--- config.mk ---
export PLATFORM = sky130hd
export DESIGN_NAME = div_unit
export DESIGN_NICKNAME = d
export VERILOG_FILES = /design/src/rtl/div_unit_pkg.sv /design/src/rtl/div_restoring_step.sv /design/src/rtl/div_unit.sv
export SDC_FILE = /design/constraint.sdc
export NUM_CORES = 1
export LEC_CHECK = 0
export BUFFER_PORTS_ARGS = -buffer_cell sky130_fd_sc_hd__buf_4
export CAP_MARGIN = 30
export CORE_ASPECT_RATIO = 1.1
export CORE_MARGIN = 2
export CORE_UTILIZATION = 40
export DETAILED_ROUTE_END_ITERATION = 10
export PLACE_DENSITY = 0.62
export SYNTH_ARGS = -nofsm -noshare
export SYNTH_HDL_FRONTEND = slang
export SYNTH_HIERARCHICAL = 1
export SYNTH_SLANG_ARGS = --single-unit
--- constraint.sdc ---
create_clock -name clk -period 6.2 [get_ports clk]
set_input_delay 1.24 -clock clk [delete_from_list [all_inputs] [get_ports clk]]
set_output_delay 1.24 -clock clk [all_outputs]
set_load 0.02 [all_outputs]
--- src/rtl/div_unit_pkg.sv ---
// Shared encodings and sizing for the iterative integer divider.
package div_unit_pkg;

    localparam int unsigned DIV_WIDTH = 32;
    localparam int unsigned DIV_CNT_W = $clog2(DIV_WIDTH);

    typedef enum logic [1:0] {
        DIV_IDLE = 2'd0,
        DIV_CALC = 2'd1,
        DIV_DONE = 2'd2
    } div_state_e;

endpackage : div_unit_pkg

--- src/rtl/div_restoring_step.sv ---
// One radix-2 restoring division step: trial-subtract the divisor from the
// partial remainder and keep the difference when it does not go negative.
module div_restoring_step #(
    parameter int unsigned WIDTH = 32
) (
    input  logic [WIDTH:0]   i_partial,
    input  logic [WIDTH-1:0] i_divisor,
    output logic [WIDTH-1:0] o_rem_next,
    output logic             o_q_bit
);

    logic [WIDTH-1:0] w_diff;

    // Trial subtraction; a kept difference is always below the divisor, so it fits WIDTH bits.
    always_comb begin
        o_q_bit    = (i_partial >= {1'b0, i_divisor});
        w_diff     = WIDTH'(i_partial - {1'b0, i_divisor});
        o_rem_next = o_q_bit ? w_diff : i_partial[WIDTH-1:0];
    end

endmodule : div_restoring_step

--- src/rtl/div_unit.sv ---
// Iterative 32-bit signed/unsigned divider for the EX1/EX2 pipeline.
// One operation in flight; holds EX2 via stall_divider, pulses div_ready on completion.
module div_unit
    import div_unit_pkg::*;
#(
    parameter int unsigned WIDTH = DIV_WIDTH
) (
    input  logic             clk,
    input  logic             aresetn,
    input  logic             div_start,
    input  logic             div_signed,
    input  logic [WIDTH-1:0] dividend,
    input  logic [WIDTH-1:0] divisor,
    input  logic             div_flush,
    output logic [WIDTH-1:0] quotient,
    output logic [WIDTH-1:0] remainder,
    output logic             div_ready,
    output logic             stall_divider,
    output logic             div_busy
);

    localparam int unsigned CNT_W = $clog2(WIDTH);

    div_state_e       r_state;
    div_state_e       w_state_next;
    logic [CNT_W-1:0] r_cnt;
    logic [WIDTH-1:0] r_dvd;
    logic [WIDTH-1:0] r_dvs;
    logic [WIDTH-1:0] r_rem;
    logic [WIDTH-1:0] r_quotient;
    logic [WIDTH-1:0] r_remainder;
    logic             r_q_neg;
    logic             r_r_neg;
    logic             r_div_ready;

    logic             w_accept;
    logic             w_stall;
    logic             w_div_zero;
    logic             w_last_step;
    logic             w_q_bit;
    logic [WIDTH-1:0] w_rem_next;
    logic [WIDTH-1:0] w_q_final;
    logic [WIDTH-1:0] w_dvd_mag;
    logic [WIDTH-1:0] w_dvs_mag;

    assign w_div_zero  = (divisor == '0);
    assign w_last_step = (r_cnt == CNT_W'(WIDTH - 1));
    assign w_dvd_mag   = (div_signed && dividend[WIDTH-1]) ? WIDTH'(-dividend) : dividend;
    assign w_dvs_mag   = (div_signed && divisor[WIDTH-1])  ? WIDTH'(-divisor)  : divisor;
    assign w_q_final   = {r_dvd[WIDTH-2:0], w_q_bit};

    // Single shared restoring step; the dividend register shifts its MSB into the partial remainder.
    div_restoring_step #(
        .WIDTH (WIDTH)
    ) u_step (
        .i_partial  ({r_rem, r_dvd[WIDTH-1]}),
        .i_divisor  (r_dvs),
        .o_rem_next (w_rem_next),
        .o_q_bit    (w_q_bit)
    );

    // State register.
    always_ff @(posedge clk or negedge aresetn) begin
        if (!aresetn) begin
            r_state <= DIV_IDLE;
        end else begin
            r_state <= w_state_next;
        end
    end

    // Next-state, accept and stall decode; flush overrides everything.
    always_comb begin
        w_state_next = r_state;
        w_accept     = 1'b0;
        w_stall      = 1'b0;
        case (r_state)
            DIV_IDLE, DIV_DONE: begin
                w_accept = div_start & ~div_flush;
                if (w_accept) begin
                    w_state_next = w_div_zero ? DIV_DONE : DIV_CALC;
                end else begin
                    w_state_next = DIV_IDLE;
                end
            end
            DIV_CALC: begin
                w_stall = 1'b1;
                if (w_last_step) begin
                    w_state_next = DIV_DONE;
                end
            end
            default: w_state_next = DIV_IDLE;
        endcase
        if (w_accept) begin
            w_stall = 1'b1;
        end
        if (div_flush) begin
            w_state_next = DIV_IDLE;
        end
    end

    // Operand latch on accept, then one quotient bit per CALC cycle.
    always_ff @(posedge clk or negedge aresetn) begin
        if (!aresetn) begin
            r_dvd   <= '0;
            r_dvs   <= '0;
            r_rem   <= '0;
            r_cnt   <= '0;
            r_q_neg <= 1'b0;
            r_r_neg <= 1'b0;
        end else if (w_accept && !w_div_zero) begin
            r_dvd   <= w_dvd_mag;
            r_dvs   <= w_dvs_mag;
            r_rem   <= '0;
            r_cnt   <= '0;
            r_q_neg <= div_signed & (dividend[WIDTH-1] ^ divisor[WIDTH-1]);
            r_r_neg <= div_signed & dividend[WIDTH-1];
        end else if (r_state == DIV_CALC && !div_flush) begin
            r_dvd <= {r_dvd[WIDTH-2:0], w_q_bit};
            r_rem <= w_rem_next;
            r_cnt <= r_cnt + CNT_W'(1);
        end
    end

    // Result registers with sign fix on the final step; divide-by-zero loads its fixed result directly.
    always_ff @(posedge clk or negedge aresetn) begin
        if (!aresetn) begin
            r_quotient  <= '0;
            r_remainder <= '0;
            r_div_ready <= 1'b0;
        end else begin
            r_div_ready <= (w_state_next == DIV_DONE);
            if (w_accept && w_div_zero) begin
                r_quotient  <= '1;
                r_remainder <= dividend;
            end else if (r_state == DIV_CALC && w_last_step && !div_flush) begin
                r_quotient  <= r_q_neg ? WIDTH'(-w_q_final)  : w_q_final;
                r_remainder <= r_r_neg ? WIDTH'(-w_rem_next) : w_rem_next;
            end
        end
    end

    assign quotient      = r_quotient;
    assign remainder     = r_remainder;
    assign div_ready     = r_div_ready;
    assign stall_divider = w_stall;
    assign div_busy      = (r_state != DIV_IDLE);

endmodule : div_unit

# Word level (Yosys, flattened, before mapping)

Cells that the tools add are included.

Register bits after elaboration: 170
Output and inout port bits: 67

$add $sub $neg: 6
$lt $le $gt $ge: 1
Equal/unequal tests: 4
Mux-type cells: 23
Bitwise operators: 5
Reductions and logical operators: 15

Operator list:

| kind                | number |
|---|---|
| $mux 32             | 13 |
| $neg 32->32         | 4 |
| $ge 33x32->1        | 1 |
| $logic_not 32->1    | 1 |
| $sub 32x32->32      | 1 |
| $mux 5              | 2 |
| $mux 2              | 4 |
| $logic_and 1x1->1   | 7 |
| $reduce_bool 2->1   | 3 |
| $add 5x1->5 const B | 1 |
| $eq 5x5->1 const B  | 1 |
| $eq 2x2->1 const B  | 2 |
| $pmux 2 s2          | 1 |
| $and 1x1->1         | 3 |
| $mux 1              | 3 |
| $eq 2x1->1 const B  | 1 |
| $logic_not 1->1     | 2 |
| $logic_not 2->1     | 1 |
| $reduce_or 2->1     | 1 |
| $not 1->1           | 1 |
| $xor 1x1->1         | 1 |

# Depth between registers and ports, before layout

Depth after elaboration: 6
Gate-level depth with buffers: 20
Mapped depth without buffers: 18

# By module

The synthesis kept the hierarchy.

Modules (own cells, without submodules):

| module             | times used | cells each | area an instance (um^2) | seq. area each (um^2) |
|---|---|---|---|---|
| div_unit           | 1          | 1072       | 9354.0                  | 4254.1 |
| div_restoring_step | 1          | 362        | 2361.0                  | 0.0 |

# Least setup slack after synthesis

No wires, ideal clock.

Kind: reg2reg
Start: register r_rem[15]
End: register r_remainder[31] (netlist: remainder[31])
Library setup time: 135 ps
Arrival time: 4182 ps
Required time: 6065 ps
Path slack: 1883 ps
Cell stages (with the launch flop): 19
Buffers on the path: 3
Clock period less this slack: 4317 ps
Cells stage by stage: dfrtp_1 > ha_1 > buf_2 > nand2_1 > o21ai_2 > o211ai_1 > a21oi_4 > a21oi_2 > o311a_4 > buf_6 > buf_2 > nand2_1 > o31ai_1 > or4_1 > or4_4 > or4_1 > o21ai_1 > xor2_1 > o21ai_0

Longest elaborated chain between the ends: 6

RTL lines:

| what                                                  | line                                               | text |
|---|---|---|
| start: declaration                                    | div_unit.sv:29                                     | `logic [WIDTH-1:0] r_rem;` |
| start signal: assignment                              | div_unit.sv:119                                    | `r_rem <= w_rem_next;` |
| $sub 32x32->32 / $ge 33x32->1 (equally long branches) | div_restoring_step.sv:17, div_restoring_step.sv:16 |  |
| $mux 32 *                                             | div_restoring_step.sv:18                           | `o_rem_next = o_q_bit ? w_diff : i_partial[WIDTH-1:0];` |
| named net w_rem_next[19]                              | div_unit.sv:41                                     | `logic [WIDTH-1:0] w_rem_next;` |
| $neg 32->32 *                                         | div_unit.sv:137                                    | `r_remainder <= r_r_neg ? WIDTH'(-w_rem_next) : w_rem_next;` |
| $mux 32 *                                             | div_unit.sv:137                                    |  |
| $mux 32 *                                             | div_unit.sv:135                                    | `end else if (r_state == DIV_CALC && w_last_step && !div_flush) begin` |
| $mux 32 *                                             | div_unit.sv:132                                    | `if (w_accept && w_div_zero) begin` |
| end signal: assignment                                | div_unit.sv:134                                    | `r_remainder <= dividend;` |
| end signal: assignment                                | div_unit.sv:137                                    |  |
| end: declaration                                      | div_unit.sv:31                                     | `logic [WIDTH-1:0] r_remainder;` |

The timed path passes the listed nets; every way through them passes the cells marked *. The select of a mux whose other input is x is not followed.
A chain may end at the register's enable or synchronous reset.

# Worst setup path in the final report

Start: register r_rem[17]
End: register r_remainder[20] (netlist: remainder[20])

Longest elaborated chain between the ends: 6

RTL lines:

| what                    | line                     | text |
|---|---|---|
| $ge 33x32->1            | div_restoring_step.sv:16 | `o_q_bit = (i_partial >= {1'b0, i_divisor});` |
| $mux 32                 | div_restoring_step.sv:18 |  |
| named net w_rem_next[3] | div_unit.sv:41           |  |
| $neg 32->32             | div_unit.sv:137          |  |
| $mux 32                 | div_unit.sv:137          |  |
| $mux 32                 | div_unit.sv:135          |  |
| $mux 32                 | div_unit.sv:132          |  |

The timed path passes the listed nets, and every way through them passes these cells. The select of a mux whose other input is x is not followed.

==> flow_metrics.tcl <==
set metrics [dict create \
    grt_pass1_vias 10200 \
    fin_crit_sh 0.859 \
    yosys_register_bits 170 \
    worstSkewPairLatency_ps 440 \
    post-cts-setup-buffer-count 0 \
    cts_max_path_buffers 2 \
    syn_avg_cell_area_um2 8.17 \
    violations "design-rule violations" \
    nets 1643 \
    dieHeight_um 183 \
    synth_xor_area_frac 0.109 \
    coreArea_mm2 0.0288 \
    gp_routability_congestion 0.951 \
    critPathLaunchType "flop" \
    required_ps 6520 \
    synth_fa_ha_area_frac 0.0423 \
    r2r-start "r_rem[17]" \
    hold_path_class "reg2reg" \
    grt_pass1_wl_mm 55.0 \
    crit_type "reg2reg" \
    min_period_ps 5320 \
    synth.mux.area_fraction 0.00619 \
    multi_input_area_mm2 0.00696 \
    tns_ps 0 \
    clock-sinks 170 \
    cts_tree "yes" \
    diodes 0 \
    die_w_um 167 \
    irDropWorstVdd_mv 0.157 \
    critical_path_arrival_ps 5640 \
    n_fill_cell 2872 \
    skew_ps 20.9 \
    seq_area_mm2 0.00425 \
    antenna_found_initial 0 \
    slew_violations 0 \
    timing.reg2reg.setup_slack_ps 880 \
    portBuffers 135 \
    hold_start "r_dvs[15]" \
    route.detailed.drc 19 \
    vias_per_cell 5.56 \
    grt_util_all_layers 0.224 \
    seq_area_frac_synth 0.363 \
    final_cells 1915 \
    io_pins 136 \
    synth-compound-area-share 0.225 \
    ctsHtreeMaxLevel 4 \
    end_kind "flop" \
    ys.flop_type "dfrtp_1" \
    critPathMaxFanout 60 \
    final_core_util 0.474 \
    drive_gt1_frac 0.144 \
    fmax_mhz 188 \
    start_util 0.407 \
    leakage_nw 6.28 \
    area_growth_pct 16.5 \
    dr.pass1.iters 8 \
    async_flop_share 1.00 \
    ys_warn_count 6 \
    cts_resized 0 \
    placed_cell_area_mm2 0.0130 \
    ant_nets 0 \
    drt-wirelength-per-cell_um 17.7 \
    setup_viol 0 \
    drv_cap 0 \
    synthCells 1434 \
    finalInstanceArea_mm2 0.0136 \
    rsz0062_at_grt "false" \
    syn_nets 1542 \
    ctsRootBufferMaster "clkbuf_16" \
    drt-total-wl_mm 33.9 \
    cts_inserted_buffers 17 \
    row_count 65 \
    ys_types 73 \
    hpwl_mm 25.5 \
    drt_iter0_markers 649 \
    via_count 10700 \
    synth_top_family_by_area "compound AO/OA/AOI/OAI gates" \
    tightestPinTransition_ps 943 \
    synth_area_mm2 0.0117 \
    grt_start_max_net_pins 90 \
    grt_overflow 0 \
    clk_pin_slew_ps 70 \
    status "finished, violations left" \
    powerDensity_mw_per_mm2 248 \
    slew_headroom 0.371 \
    crit_start "r_rem[17]" \
    placed_cells 1883 \
    cts.hold.buffers_added 0 \
    yosys.area_share.simple 0.210 \
    synth-edff-count 0 \
    die_area_mm2 0.0307 \
    hold_viol 0 \
]
[where the power goes]
part           switching [W]  internal [W]
Sequential          0.000118       0.00120
Combinational       0.000604      0.000399
Clock               0.000529      0.000536
[logic make-up after synthesis]
family	count (synthesis)
fa+ha+maj	39
mux	7
buf+inv	129
simple gates	539
xor+xnor	146
flops	170
compound gates	404
[flip-flops by register name, summed over array words and instances (netlist names)]
name	count
div_ready	1
quotient	32
r_cnt	5
r_dvd	32
r_dvs	32
r_q_neg	1
r_r_neg	1
r_rem	32
r_state	2
remainder	32
[worst paths after layout]
kind,endpoint,cells past startpoint
worst max-delay path,remainder[20],14
worst min-delay path,r_dvs[15],2
worst max register to register,remainder[20],14
worst min register to register,r_dvs[15],2
max in group asynchronous,r_rem[21],3
min in group asynchronous,quotient[3],1
[layout make-up]
type / count / area share
Clock buffer: 17 / 0.0312
Clock inverter: 14 / 0.0109
Inverter: 54 / 0.0149
Multi-Input combinational cell: 1135 / 0.510
Sequential cell: 170 / 0.312
Tap cell: 368 / 0.0337
Timing Repair Buffer: 157 / 0.0881
[stage by stage]
stage          setup WS (ps)  power [W]  hold WS (ps)
2_1_floorplan           1880    0.00204           441
3_3_place_gp            1090    0.00233           463
3_5_place_dp             909    0.00234           472
4_1_cts                  893    0.00341           486
5_1_grt                  522    0.00360           503
6_report                 877    0.00339           484
[placed cells by master (no fill, tap or decap), types with 14 or more instances in the layout]
cell,n
o21ai_0,93
nor3_1,23
a221o_1,25
nor2_1,130
or4_1,15
nand3_1,21
a21o_1,14
ha_1,38
a31oi_1,31
a21oi_1,126
inv_1,53
o41ai_1,14
xor2_1,100
and3_1,23
clkbuf_16,17
o31ai_1,32
nand2_1,240
xnor2_1,46
dfrtp_1,170
buf_4,155
[metal layers]
| layer | up-vias | global-route usage | wire length [um] |
|---|---|---|---|
| met1 | 5018 | 0.306 | 15500 |
| met4 | 0 | 0.0647 | 718 |
| met5 | - | 0 | 0 |
| met3 | 46 | 0.0329 | 1830 |
| li1 | 5260 | - | - |
| met2 | 327 | 0.371 | 15800 |
[Yosys cell counts, drive strengths merged, types with 4 or more instances]
| cell type | number | area, um^2 |
|---|---|---|
| nand2 | 240 | 901 |
| dfrtp | 170 | 4250 |
| nor2 | 131 | 492 |
| a21oi | 128 | 656 |
| o21ai | 107 | 539 |
| xor2 | 100 | 876 |
| clkbuf | 54 | 203 |
| inv | 54 | 203 |
| xnor2 | 46 | 403 |
| ha | 38 | 475 |
| o31ai | 35 | 287 |
| a31oi | 31 | 194 |
| a221o | 25 | 250 |
| and3 | 23 | 144 |
| nor3 | 23 | 115 |
| nand3 | 22 | 115 |
| buf | 21 | 118 |
| o41ai | 18 | 188 |
| or4 | 17 | 135 |
| a21o | 14 | 105 |
| nor2b | 13 | 81.3 |
| nor4 | 13 | 87.6 |
| or3 | 12 | 75.1 |
| nand2b | 10 | 62.6 |
| nand4 | 10 | 62.6 |
| and2 | 8 | 50.1 |
| o21a | 8 | 60.1 |
| or2 | 8 | 50.1 |
| mux2i | 5 | 50.1 |
| a211oi | 4 | 42.5 |
| o21bai | 4 | 30.0 |
[worst max-delay path, stage by stage (launching register included)]
cell,delay [ps]
dfrtp_1,400
ha_1,390
a21oi_1,340
o211ai_1,200
a211oi_4,260
a21oi_4,110
a21oi_2,170
o311a_4,570
o21ai_0,420
nor4_1,780
nand4b_1,510
o41ai_1,500
xor2_1,180
nor2_1,60
a221o_1,270
Note: power is estimated with default switching activity, not from simulation.
